===== src/rtl/gcd_driver_if.sv =====
// Host request/response and GCD io_in/io_out signals bundled for the gcd_driver.
// slave is the driver's view; master is the host/GCD side.
interface gcd_driver_if #(parameter int W = 16);
    logic           req_valid;
    logic [2*W-1:0] req_data;
    logic           req_ready;
    logic           gcd_in_valid;
    logic [2*W-1:0] gcd_in_data;
    logic           gcd_in_ready;
    logic           gcd_out_valid;
    logic [W-1:0]   gcd_out_data;
    logic           rsp_valid;
    logic [W-1:0]   rsp_data;
    logic           rsp_ready;
    logic           err;
    logic           err_clr;
    logic [15:0]    done_cnt;

    modport slave (
        input  req_valid, req_data, gcd_in_ready, gcd_out_valid, gcd_out_data,
               rsp_ready, err_clr,
        output req_ready, gcd_in_valid, gcd_in_data, rsp_valid, rsp_data,
               err, done_cnt
    );

    modport master (
        output req_valid, req_data, gcd_in_ready, gcd_out_valid, gcd_out_data,
               rsp_ready, err_clr,
        input  req_ready, gcd_in_valid, gcd_in_data, rsp_valid, rsp_data,
               err, done_cnt
    );
endinterface


===== src/rtl/gcd_driver.sv =====
// Requester for the GCD unit: request FIFO -> one-at-a-time issue -> response FIFO.
// gcd(x,0) is answered locally since the GCD never terminates on y==0.
module gcd_driver_fifo #(
    parameter int WIDTH = 16,
    parameter int DEPTH = 4
) (
    input  logic             clk,
    input  logic             reset,
    input  logic             push,
    input  logic [WIDTH-1:0] wdata,
    input  logic             pop,
    output logic [WIDTH-1:0] rdata,
    output logic             full,
    output logic             empty
);
    localparam int AW = $clog2(DEPTH);
    localparam int CW = AW + 1;

    logic [WIDTH-1:0] mem_q [DEPTH];
    logic [WIDTH-1:0] mem_d [DEPTH];
    logic [AW-1:0]    wr_ptr_q, wr_ptr_d, rd_ptr_q, rd_ptr_d;
    logic [CW-1:0]    count_q, count_d;
    logic             do_push, do_pop;

    assign full    = (count_q == CW'(DEPTH));
    assign empty   = (count_q == '0);
    assign do_push = push && !full;
    assign do_pop  = pop && !empty;
    assign rdata   = mem_q[rd_ptr_q];

    always_comb begin
        mem_d    = mem_q;
        wr_ptr_d = wr_ptr_q;
        rd_ptr_d = rd_ptr_q;
        if (do_push) begin
            mem_d[wr_ptr_q] = wdata;
            wr_ptr_d        = wr_ptr_q + 1'b1;
        end
        if (do_pop) rd_ptr_d = rd_ptr_q + 1'b1;
        count_d = count_q + CW'(do_push) - CW'(do_pop);
    end

    always_ff @(posedge clk or negedge reset) begin
        if (!reset) begin
            for (int i = 0; i < DEPTH; i++) mem_q[i] <= '0;
            wr_ptr_q <= '0;
            rd_ptr_q <= '0;
            count_q  <= '0;
        end else begin
            mem_q    <= mem_d;
            wr_ptr_q <= wr_ptr_d;
            rd_ptr_q <= rd_ptr_d;
            count_q  <= count_d;
        end
    end
endmodule

module gcd_driver #(
    parameter int W         = 16,
    parameter int REQ_DEPTH = 4,
    parameter int RSP_DEPTH = 4,
    parameter int TIMEOUT   = 1024
) (
    input logic         clk,
    input logic         reset,
    gcd_driver_if.slave bus
);
    // One extra bit so the saturated timer sits above TIMEOUT-1 and err fires once.
    localparam int TW = $clog2(TIMEOUT) + 1;

    typedef enum logic [1:0] {IDLE, ISSUE, WAIT} state_t;

    state_t         state_q, state_d;
    logic [TW-1:0]  timer_q, timer_d;
    logic           err_q, err_d;
    logic [15:0]    done_cnt_q, done_cnt_d;

    logic [2*W-1:0] req_head;
    logic           req_full, req_empty, req_pop;
    logic [W-1:0]   rsp_head, rsp_wdata;
    logic           rsp_full, rsp_empty, rsp_push;
    logic           err_set;

    gcd_driver_fifo #(.WIDTH(2*W), .DEPTH(REQ_DEPTH)) u_req_fifo (
        .clk   (clk),
        .reset (reset),
        .push  (bus.req_valid && !req_full),
        .wdata (bus.req_data),
        .pop   (req_pop),
        .rdata (req_head),
        .full  (req_full),
        .empty (req_empty)
    );

    gcd_driver_fifo #(.WIDTH(W), .DEPTH(RSP_DEPTH)) u_rsp_fifo (
        .clk   (clk),
        .reset (reset),
        .push  (rsp_push),
        .wdata (rsp_wdata),
        .pop   (bus.rsp_ready && !rsp_empty),
        .rdata (rsp_head),
        .full  (rsp_full),
        .empty (rsp_empty)
    );

    assign bus.req_ready    = !req_full;
    assign bus.rsp_valid    = !rsp_empty;
    assign bus.rsp_data     = rsp_head;
    assign bus.gcd_in_valid = (state_q == ISSUE);
    assign bus.gcd_in_data  = (state_q == ISSUE) ? req_head : '0;
    assign bus.err          = err_q;
    assign bus.done_cnt     = done_cnt_q;

    always_comb begin
        state_d   = state_q;
        timer_d   = timer_q;
        req_pop   = 1'b0;
        rsp_push  = 1'b0;
        rsp_wdata = '0;
        err_set   = 1'b0;
        case (state_q)
            IDLE: begin
                // !rsp_full reserves a slot for the result before anything is issued
                if (!req_empty && !rsp_full) begin
                    if (req_head[W-1:0] == '0) begin
                        rsp_push  = 1'b1;
                        rsp_wdata = req_head[2*W-1:W];
                        req_pop   = 1'b1;
                    end else begin
                        state_d = ISSUE;
                    end
                end
            end
            ISSUE: begin
                if (bus.gcd_in_ready) begin
                    req_pop = 1'b1;
                    timer_d = '0;
                    state_d = WAIT;
                end
            end
            WAIT: begin
                if (timer_q != '1) timer_d = timer_q + 1'b1;
                if (timer_q == TW'(TIMEOUT - 1)) err_set = 1'b1;
                if (bus.gcd_out_valid) begin
                    rsp_push  = 1'b1;
                    rsp_wdata = bus.gcd_out_data;
                    state_d   = IDLE;
                end
            end
            default: state_d = IDLE;
        endcase
        if (bus.gcd_out_valid && state_q != WAIT) err_set = 1'b1;
        err_d      = err_set ? 1'b1 : (bus.err_clr ? 1'b0 : err_q);
        done_cnt_d = done_cnt_q + 16'(rsp_push);
    end

    always_ff @(posedge clk or negedge reset) begin
        if (!reset) begin
            state_q    <= IDLE;
            timer_q    <= '0;
            err_q      <= 1'b0;
            done_cnt_q <= '0;
        end else begin
            state_q    <= state_d;
            timer_q    <= timer_d;
            err_q      <= err_d;
            done_cnt_q <= done_cnt_d;
        end
    end
endmodule


===== src/flat_wrapper.sv =====
// flat-port wrapper written by rule: the top's interface ports become plain ports
module gcd_driver_flat 
#(
    parameter int W         = 16,
    parameter int REQ_DEPTH = 4,
    parameter int RSP_DEPTH = 4,
    parameter int TIMEOUT   = 1024
)
  (clk, reset, bus_req_valid, bus_req_data, bus_gcd_in_ready, bus_gcd_out_valid, bus_gcd_out_data, bus_rsp_ready, bus_err_clr, bus_req_ready, bus_gcd_in_valid, bus_gcd_in_data, bus_rsp_valid, bus_rsp_data, bus_err, bus_done_cnt);
  gcd_driver_if #(.W(W)) bus_i ();
  input logic clk;
  input logic reset;
  input wire logic [$bits(bus_i.req_valid)-1:0] bus_req_valid;
  input wire logic [$bits(bus_i.req_data)-1:0] bus_req_data;
  input wire logic [$bits(bus_i.gcd_in_ready)-1:0] bus_gcd_in_ready;
  input wire logic [$bits(bus_i.gcd_out_valid)-1:0] bus_gcd_out_valid;
  input wire logic [$bits(bus_i.gcd_out_data)-1:0] bus_gcd_out_data;
  input wire logic [$bits(bus_i.rsp_ready)-1:0] bus_rsp_ready;
  input wire logic [$bits(bus_i.err_clr)-1:0] bus_err_clr;
  output wire logic [$bits(bus_i.req_ready)-1:0] bus_req_ready;
  output wire logic [$bits(bus_i.gcd_in_valid)-1:0] bus_gcd_in_valid;
  output wire logic [$bits(bus_i.gcd_in_data)-1:0] bus_gcd_in_data;
  output wire logic [$bits(bus_i.rsp_valid)-1:0] bus_rsp_valid;
  output wire logic [$bits(bus_i.rsp_data)-1:0] bus_rsp_data;
  output wire logic [$bits(bus_i.err)-1:0] bus_err;
  output wire logic [$bits(bus_i.done_cnt)-1:0] bus_done_cnt;
  assign bus_i.req_valid = bus_req_valid;
  assign bus_i.req_data = bus_req_data;
  assign bus_i.gcd_in_ready = bus_gcd_in_ready;
  assign bus_i.gcd_out_valid = bus_gcd_out_valid;
  assign bus_i.gcd_out_data = bus_gcd_out_data;
  assign bus_i.rsp_ready = bus_rsp_ready;
  assign bus_i.err_clr = bus_err_clr;
  assign bus_req_ready = bus_i.req_ready;
  assign bus_gcd_in_valid = bus_i.gcd_in_valid;
  assign bus_gcd_in_data = bus_i.gcd_in_data;
  assign bus_rsp_valid = bus_i.rsp_valid;
  assign bus_rsp_data = bus_i.rsp_data;
  assign bus_err = bus_i.err;
  assign bus_done_cnt = bus_i.done_cnt;
  gcd_driver #(.W(W), .REQ_DEPTH(REQ_DEPTH), .RSP_DEPTH(RSP_DEPTH), .TIMEOUT(TIMEOUT)) u_core (.clk(clk), .reset(reset), .bus(bus_i));
endmodule

===== config.mk =====
export PLATFORM = sky130hd
export DESIGN_NAME = gcd_driver_flat
export DESIGN_NICKNAME = d
export VERILOG_FILES = /design/src/rtl/gcd_driver_if.sv /design/src/rtl/gcd_driver.sv /design/src/flat_wrapper.sv
export SDC_FILE = /design/constraint.sdc
export NUM_CORES = 1
export LEC_CHECK = 0
export CORE_MARGIN = 10
export CORE_UTILIZATION = 50
export DETAILED_ROUTE_END_ITERATION = 10
export PLACE_DENSITY = 0.7
export SETUP_SLACK_MARGIN = 0.1
export SYNTH_ARGS = -nofsm -noshare
export SYNTH_HDL_FRONTEND = slang
export SYNTH_SLANG_ARGS = --single-unit
export TNS_END_PERCENT = 100

===== constraint.sdc =====
create_clock -name clk -period 4.11 [get_ports clk]
set_input_delay 1.0275 -clock clk [delete_from_list [all_inputs] [get_ports clk]]
set_output_delay 1.0275 -clock clk [all_outputs]
set_load 0.05 [all_outputs]

==> Word level (Yosys, flattened, before mapping) <==
Index checks and enable logic that the tools add are counted.
{ "totals": {"reg_bits": 236, "word_cells": 108} }
{ "classes": {"n_addsub": 10, "order_cmp": 6, "n_eq_ne": 12, "mux": 36, "bitwise_logic": 4, "reduce_logical": 22} }
{ "ops": {"columns": ["operator", "count"], "rows": [
  ["bitwise mux 128 bit", 1],
  ["2-to-1 mux 32 bit", 4],
  ["2-to-1 mux 16 bit", 6],
  ["binary-select mux 32 bit (select 2 bit)", 1],
  ["bitwise mux 64 bit", 1],
  ["demux 32 bit (select 2 bit)", 1],
  ["binary-select mux 16 bit (select 2 bit)", 1],
  ["demux 16 bit (select 2 bit)", 1],
  ["one-hot mux 16 bit (2 select lines)", 1],
  ["2-to-1 mux 11 bit", 2],
  ["one-hot mux 11 bit (2 select lines)", 1],
  ["adder 16 x 1 -> 16 bit", 1],
  ["zero test 16 bit", 1],
  ["greater-or-equal comparator 3 bit (second input constant)", 4],
  ["inverter 2 -> 3 bit", 4],
  ["adder 11 x 1 -> 11 bit (second input constant)", 1],
  ["equality test 11 x 10 -> 1 bit (second input constant)", 1],
  ["!= test 11 bit (second input constant)", 1],
  ["logical AND 1 bit", 10],
  ["2-to-1 mux 1 bit", 9],
  ["adder 2 x 1 -> 2 bit (second input constant)", 4],
  ["2-to-1 mux 2 bit", 4],
  ["!= test 2 bit (second input constant)", 4],
  ["adder 3 x 1 -> 3 bit", 2],
  ["other kinds (14)", 24]
]} }

==> Depth between registers and ports, before layout <==
{ "logic_depth": {"ltp_word": 11, "mapped_depth": 15, "depth_no_buf": 12} }

==> Hierarchy <==
Synthesis repeated with hierarchy kept, for this count alone.
{ "unflattened": {"hier_cells": 1465, "hier_area_um2": 15955.3} }
{ "modules_own_cells": {"columns": ["mod", "instances", "cells_per_inst", "area_each_um2"], "rows": [
  ["gcd_driver_fifo at u_core.u_req_fifo", 1, 832, 9236.4],
  ["gcd_driver_fifo at u_core.u_rsp_fifo", 1, 432, 4815.9],
  ["gcd_driver", 1, 201, 1903.1]
]} }

==> Worst setup path after synthesis <==
Ideal clock, no wire load.
{ "synth_path": {"path_type": "reg2reg", "from": "register u_core.u_req_fifo.rd_ptr_q[1]", "to": "register u_core.u_rsp_fifo.count_q[2]", "setup_time_ns": 0.123, "arrival_ns": 3.391, "required_time_ns": 3.987, "slack_ns": 0.597, "path_stages_with_launch": 16, "period_less_slack_ns": 3.513, "path_cell_list": "dfrtp_1 clkbuf_1 clkbuf_1 mux4_2 nor4_1 nand3_1 nor3_4 buf_2 o21a_1 inv_1 ha_1 inv_1 ha_1 fa_1 xnor2_1 xnor2_1"} }
{ "synth_via": {"elab_chain_cells": 11} }
{ "synth_lines": {"columns": ["item", "line", "text"], "rows": [
  ["start: declaration", "gcd_driver.sv:21", "logic [AW-1:0] wr_ptr_q, wr_ptr_d, rd_ptr_q, rd_ptr_d;"],
  ["start signal: assignment", "gcd_driver.sv:52", "rd_ptr_q <= rd_ptr_d;"],
  ["inverter 2 -> 3 bit (implied by the code)", "gcd_driver.sv:29", "assign rdata = mem_q[rd_ptr_q];"],
  ["binary-select mux 32 bit (select 2 bit)", "gcd_driver.sv:29", null],
  ["2-to-1 mux 32 bit (implied by the code) (2 in series)", "gcd_driver.sv:29", null],
  ["zero test 16 bit", "gcd_driver.sv:125", "if (req_head[W-1:0] == '0) begin"],
  ["2-to-1 mux 1 bit", "gcd_driver.sv:125", null],
  ["2-to-1 mux 1 bit", "gcd_driver.sv:124", "if (!req_empty && !rsp_full) begin"],
  ["one-hot mux 1 bit (2 select lines)", "gcd_driver.sv:121", "case (state_q)"],
  ["logical AND 1 bit", "gcd_driver.sv:27", "assign do_push = push && !full;"],
  ["adder 3 x 1 -> 3 bit", "gcd_driver.sv:40", "count_d = count_q + CW'(do_push) - CW'(do_pop);"],
  ["subtractor 3 x 1 -> 3 bit", "gcd_driver.sv:40", null],
  ["net u_core.u_rsp_fifo.count_d[2]", "gcd_driver.sv:22", "logic [CW-1:0] count_q, count_d;"],
  ["end signal: assignment", "gcd_driver.sv:53", "count_q <= count_d;"],
  ["end: declaration", "gcd_driver.sv:22", null]
]} }
The timed path passes the listed nets, and every way through them passes these cells. The select of a mux whose other input is x is not followed.
A chain may end at the register's enable or synchronous reset.

==> Worst setup path in the final report <==
{ "layout_path": {"from": "register u_core.u_req_fifo.rd_ptr_q[0]", "to": "output port bus_gcd_in_data[31]"} }
{ "layout_via": {"elab_chain_cells": 5} }
{ "layout_lines": {"columns": ["item", "line", "text"], "rows": [
  ["inverter 2 -> 3 bit (implied by the code)", "gcd_driver.sv:29", null],
  ["binary-select mux 32 bit (select 2 bit)", "gcd_driver.sv:29", null],
  ["2-to-1 mux 32 bit (implied by the code) (2 in series)", "gcd_driver.sv:29", null],
  ["2-to-1 mux 32 bit", "gcd_driver.sv:110", "assign bus.gcd_in_data = (state_q == ISSUE) ? req_head : '0;"],
  ["end: declaration", "flat_wrapper.sv:22", "output wire logic [$bits(bus_i.gcd_in_data)-1:0] bus_gcd_in_data;"]
]} }
No other way between the ends. The select of a mux whose other input is x is not followed.

==> results by group <==
Global routing
  • Pin count of the biggest net entering global routing: 111
  • Total congestion overflow: 0
  • Number of global-route vias before repair: 7355
  • Antenna violations before repair: 4
  • Busiest grt layer: met2
  • Met1 Resource Use GR: 22.50%
  • Met2 usage: 29.48%
  • First-pass GRT wire length: 40.11 mm
  • Overall routing resource usage: 17.48%
  • Met3 GRT Util: 4.024%

Critical path
  • Setup slack on the worst flop-to-flop path: 400 ps
  • Kind of critical path: flop to primary output
  • Slowest CP cell: clkdlybuf4s50_1
  • Worst EP arrival: 2860 ps
  • Worst Setup SP: u_core.u_req_fifo.rd_ptr_q[0]$_DFFE_PN0P_
  • Count of buffer and inverter cells on the critical path: 2
  • CP startpoint kind: flop
  • CP max stage delay: 700 ps
  • CP Capture Type: primary output
  • Crit-path cells: buf_6, mux4_2, and2_1, clkdlybuf4s50_1
  • Critical R2R Launch: u_core.u_req_fifo.rd_ptr_q[0]$_DFFE_PN0P_
  • Crit Path Max Fanout: 15
  • CP Data Required Time: 3080 ps
  • Crit path max-delay family: buffers and inverters

Die
  • Die Area: 0.02791 mm^2
  • Die X: 167.1 um
  • Die height: 167.1 um
  • Core Region: 0.02115 mm^2
  • Starting Density: 51.12%
  • FP Rows: 53
  • I/O pins: 123

Min path
  • Type of the worst min-delay path: input pin to asynchronous set/reset pin

Layout
  • Sequential Area: 0.005907 mm^2
  • Area of the multi-input gates: 0.004637 mm^2
  • Fillers: 1591
  • Nets: 928
  • Non-Filler Cell Area, Final: 0.01318 mm^2
  • P&R area growth vs syn: 21.90%
  • Layout cells sized above 1: 31.57%

Detailed routing
  • DR DRC count: 0
  • DRT Pass-1 Iters: 5
  • DR WL/cell: 21.75 um
  • Total Wirelength: 24.97 mm
  • Detail Route Antenna Nets: 0
  • Initial DRC count: 267
  • Routed vias/inst: 5.636
  • Vias: 6470

Placed design
  • Hpwl dp: 17.10 mm
  • Placed Area: 0.01233 mm^2
  • Global placer's final weighted congestion: 0.7810
  • IO Port Bufs: 122

STA
  • Final setup vio count: 0
  • FMAX: 257.5 MHz
  • Post-route clock period utilization: 94.50%
  • Hold Vio Cnt, Final: 0
  • Min Tclk post-route: 3884 ps
  • Setup TNS: 0 ps
  • Clk_skew: 11.10 ps
  • Final Max Slew Viols: 0
  • Measured slew at the worst slew-check pin: 965.5 ps
  • Slew headroom: 35.41%
  • RSZ-0062 raised after global routing: no

Clock network
  • CTS clk-pin slew, worst paths: 60 ps
  • TritonCTS buffer count: 25
  • CTS tree: built
  • Clock Tree Buf Depth: 3
  • Clk_lat worst skew: 510 ps
  • Clock Sinks: 236
  • Root Driver: clkbuf_16
  • Cts hold-fix bufs: 0
  • # H-tree levels: 1

Logic synthesis
  • Ys Warns: 0
  • Syn Nets: 800
  • Number of synthesized flops with an enable pin: 0
  • Mapped cell area: 0.01081 mm^2
  • Post-synth top flop: dfrtp_1
  • Leading area contributor after synthesis: dfrtp_1
  • Seq/Total Area, Yosys: 54.61%
  • Yosys top cell area share: 54.61%
  • Post-synthesis register bit count: 236
  • Netlist cell types: 40
  • Synth area leaders: dfrtp_1, mux2_2, mux4_2
  • FFs w/ async S/R, synth: 100.0%
  • Post-Synthesis Cells: 728
  • Post-Syn Area per Cell: 14.85 um^2

Pwr
  • P_leak: 5.872 nW
  • Power Density: 802.1 mW/mm^2
  • IR drop worst, VDD: 584.4 uV

Job
  • Maxcap violations: 0

Status
  • Outcome: finished, final reports clean
[stage by stage]
stage	util, %	total power [mW]	hold WS (ps)	cells	setup slack, ps
2_1_floorplan	-	6.889	452.4	728	596.6
5_1_grt	62.29	11.14	501.3	1146	122.1
3_3_place_gp	58.30	8.154	461.3	1104	459.2
6_report	62.32	10.57	479.9	1148	225.9
4_1_cts	62.29	10.69	486.3	1146	174.3
3_5_place_dp	58.30	8.342	474.3	1104	376.2
[flip-flops by register name, indices dropped and copies added, names as in the netlist, 3 cells and up]
name and count:
u_core.u_req_fifo.mem_q 128, u_core.timer_q 11, u_core.u_rsp_fifo.mem_q 64, u_core.bus.done_cnt 16, u_core.u_req_fifo.count_q 3, u_core.u_rsp_fifo.count_q 3
[cell type report]
class | count | share of cell area, %
diodes | 2 | 0.03797
multi-input cells | 434 | 35.17
clock inverters | 6 | 0.7973
well taps | 275 | 2.610
flip-flops and latches | 236 | 44.81
clock buffers | 36 | 5.590
inverters | 17 | 0.4841
repair buffers | 142 | 10.50
[metal layers]
metal,wire length (um),vias to the layer above
met5,9,-
met3,1280,32
met4,408,2
met2,12400,129
met1,10880,3413
li1,-,2894
[final timing paths]
path | endpoint | cells past startpoint
min in group clk | u_core.u_rsp_fifo.mem_q[7]$_DFFE_PN0P_ | 1
min reg2reg | u_core.u_rsp_fifo.mem_q[7]$_DFFE_PN0P_ | 1
min | u_core.bus.done_cnt[13]$_DFF_PN0_ | 1
max in group asynchronous | u_core.u_rsp_fifo.mem_q[61]$_DFFE_PN0P_ | 2
max | bus_gcd_in_data[31] | 4
max reg2reg | u_core.bus.done_cnt[10]$_DFF_PN0_ | 12
[cell families after synthesis]
| family | count (synthesis) | share of synthesized area [%] |
|---|---|---|
| AOI/OAI and AO/OA | 35 | 2.511 |
| xor gates and xnor gates | 31 | 2.511 |
| adders and majority gates | 17 | 2.106 |
| buffers and inverters | 58 | 2.603 |
| DFF | 236 | 54.61 |
| muxes | 241 | 30.09 |
| and+or+nand+nor | 110 | 5.565 |
[cell usage after synthesis (2+ instances only)]
cell type / number
a21oi_1: 2
a22o_1: 16
and2_1: 36
and3_1: 4
buf_1: 14
buf_2: 3
buf_4: 4
buf_6: 6
clkbuf_1: 14
dfrtp_1: 236
fa_1: 2
ha_1: 15
inv_1: 17
mux2_1: 41
mux2_2: 152
mux4_2: 48
nand2_1: 21
nand3_1: 14
nand4_1: 4
nor2_1: 14
nor2b_1: 3
nor4_1: 5
o211a_1: 4
o21a_1: 2
o21ai_0: 6
or3_1: 2
xnor2_1: 23
xor2_1: 8
[worst register-to-register path, cell delays in order (launching register included)]
cell     delay (ps)
dfrtp_2         530
buf_12          210
mux4_2          520
nor4_1          370
nand3_1         270
nor3_4          240
buf_4           330
or2_2           180
ha_1            200
ha_1            250
and3_1          240
nand4_1         130
xnor2_1         140
[layout by cell type (no fill, tap or decap), drive strengths merged, types with 15 or more instances in the layout]
| master | Yosys | layout |
|---|---|---|
| inv | 17 | 17 |
| ha | 15 | 15 |
| and2 | 36 | 36 |
| dfrtp | 236 | 236 |
| mux4 | 48 | 48 |
| a22o | 16 | 16 |
| xnor2 | 23 | 23 |
| mux2 | 193 | 193 |
| nand2 | 21 | 21 |
| clkdlybuf4s50 | 0 | 112 |
| buf | 27 | 29 |
| clkbuf | 14 | 36 |
[what timing repair did]
| item | CTS | global route |
|---|---|---|
| setup buffers | 0 | 0 |
| endpoints found under the setup margin | 5 | 0 |
| hold endpoints to repair | 0 | 0 |
| resized for setup | 2 | 0 |
[power breakdown]
part	leakage, nW	switching, mW	internal, mW
clock	0.417	0.885	1.42
sequential	2.98	0.501	3.20
combinational	2.48	2.44	2.13
No activity file was read; power rests on OpenSTA's default activity.
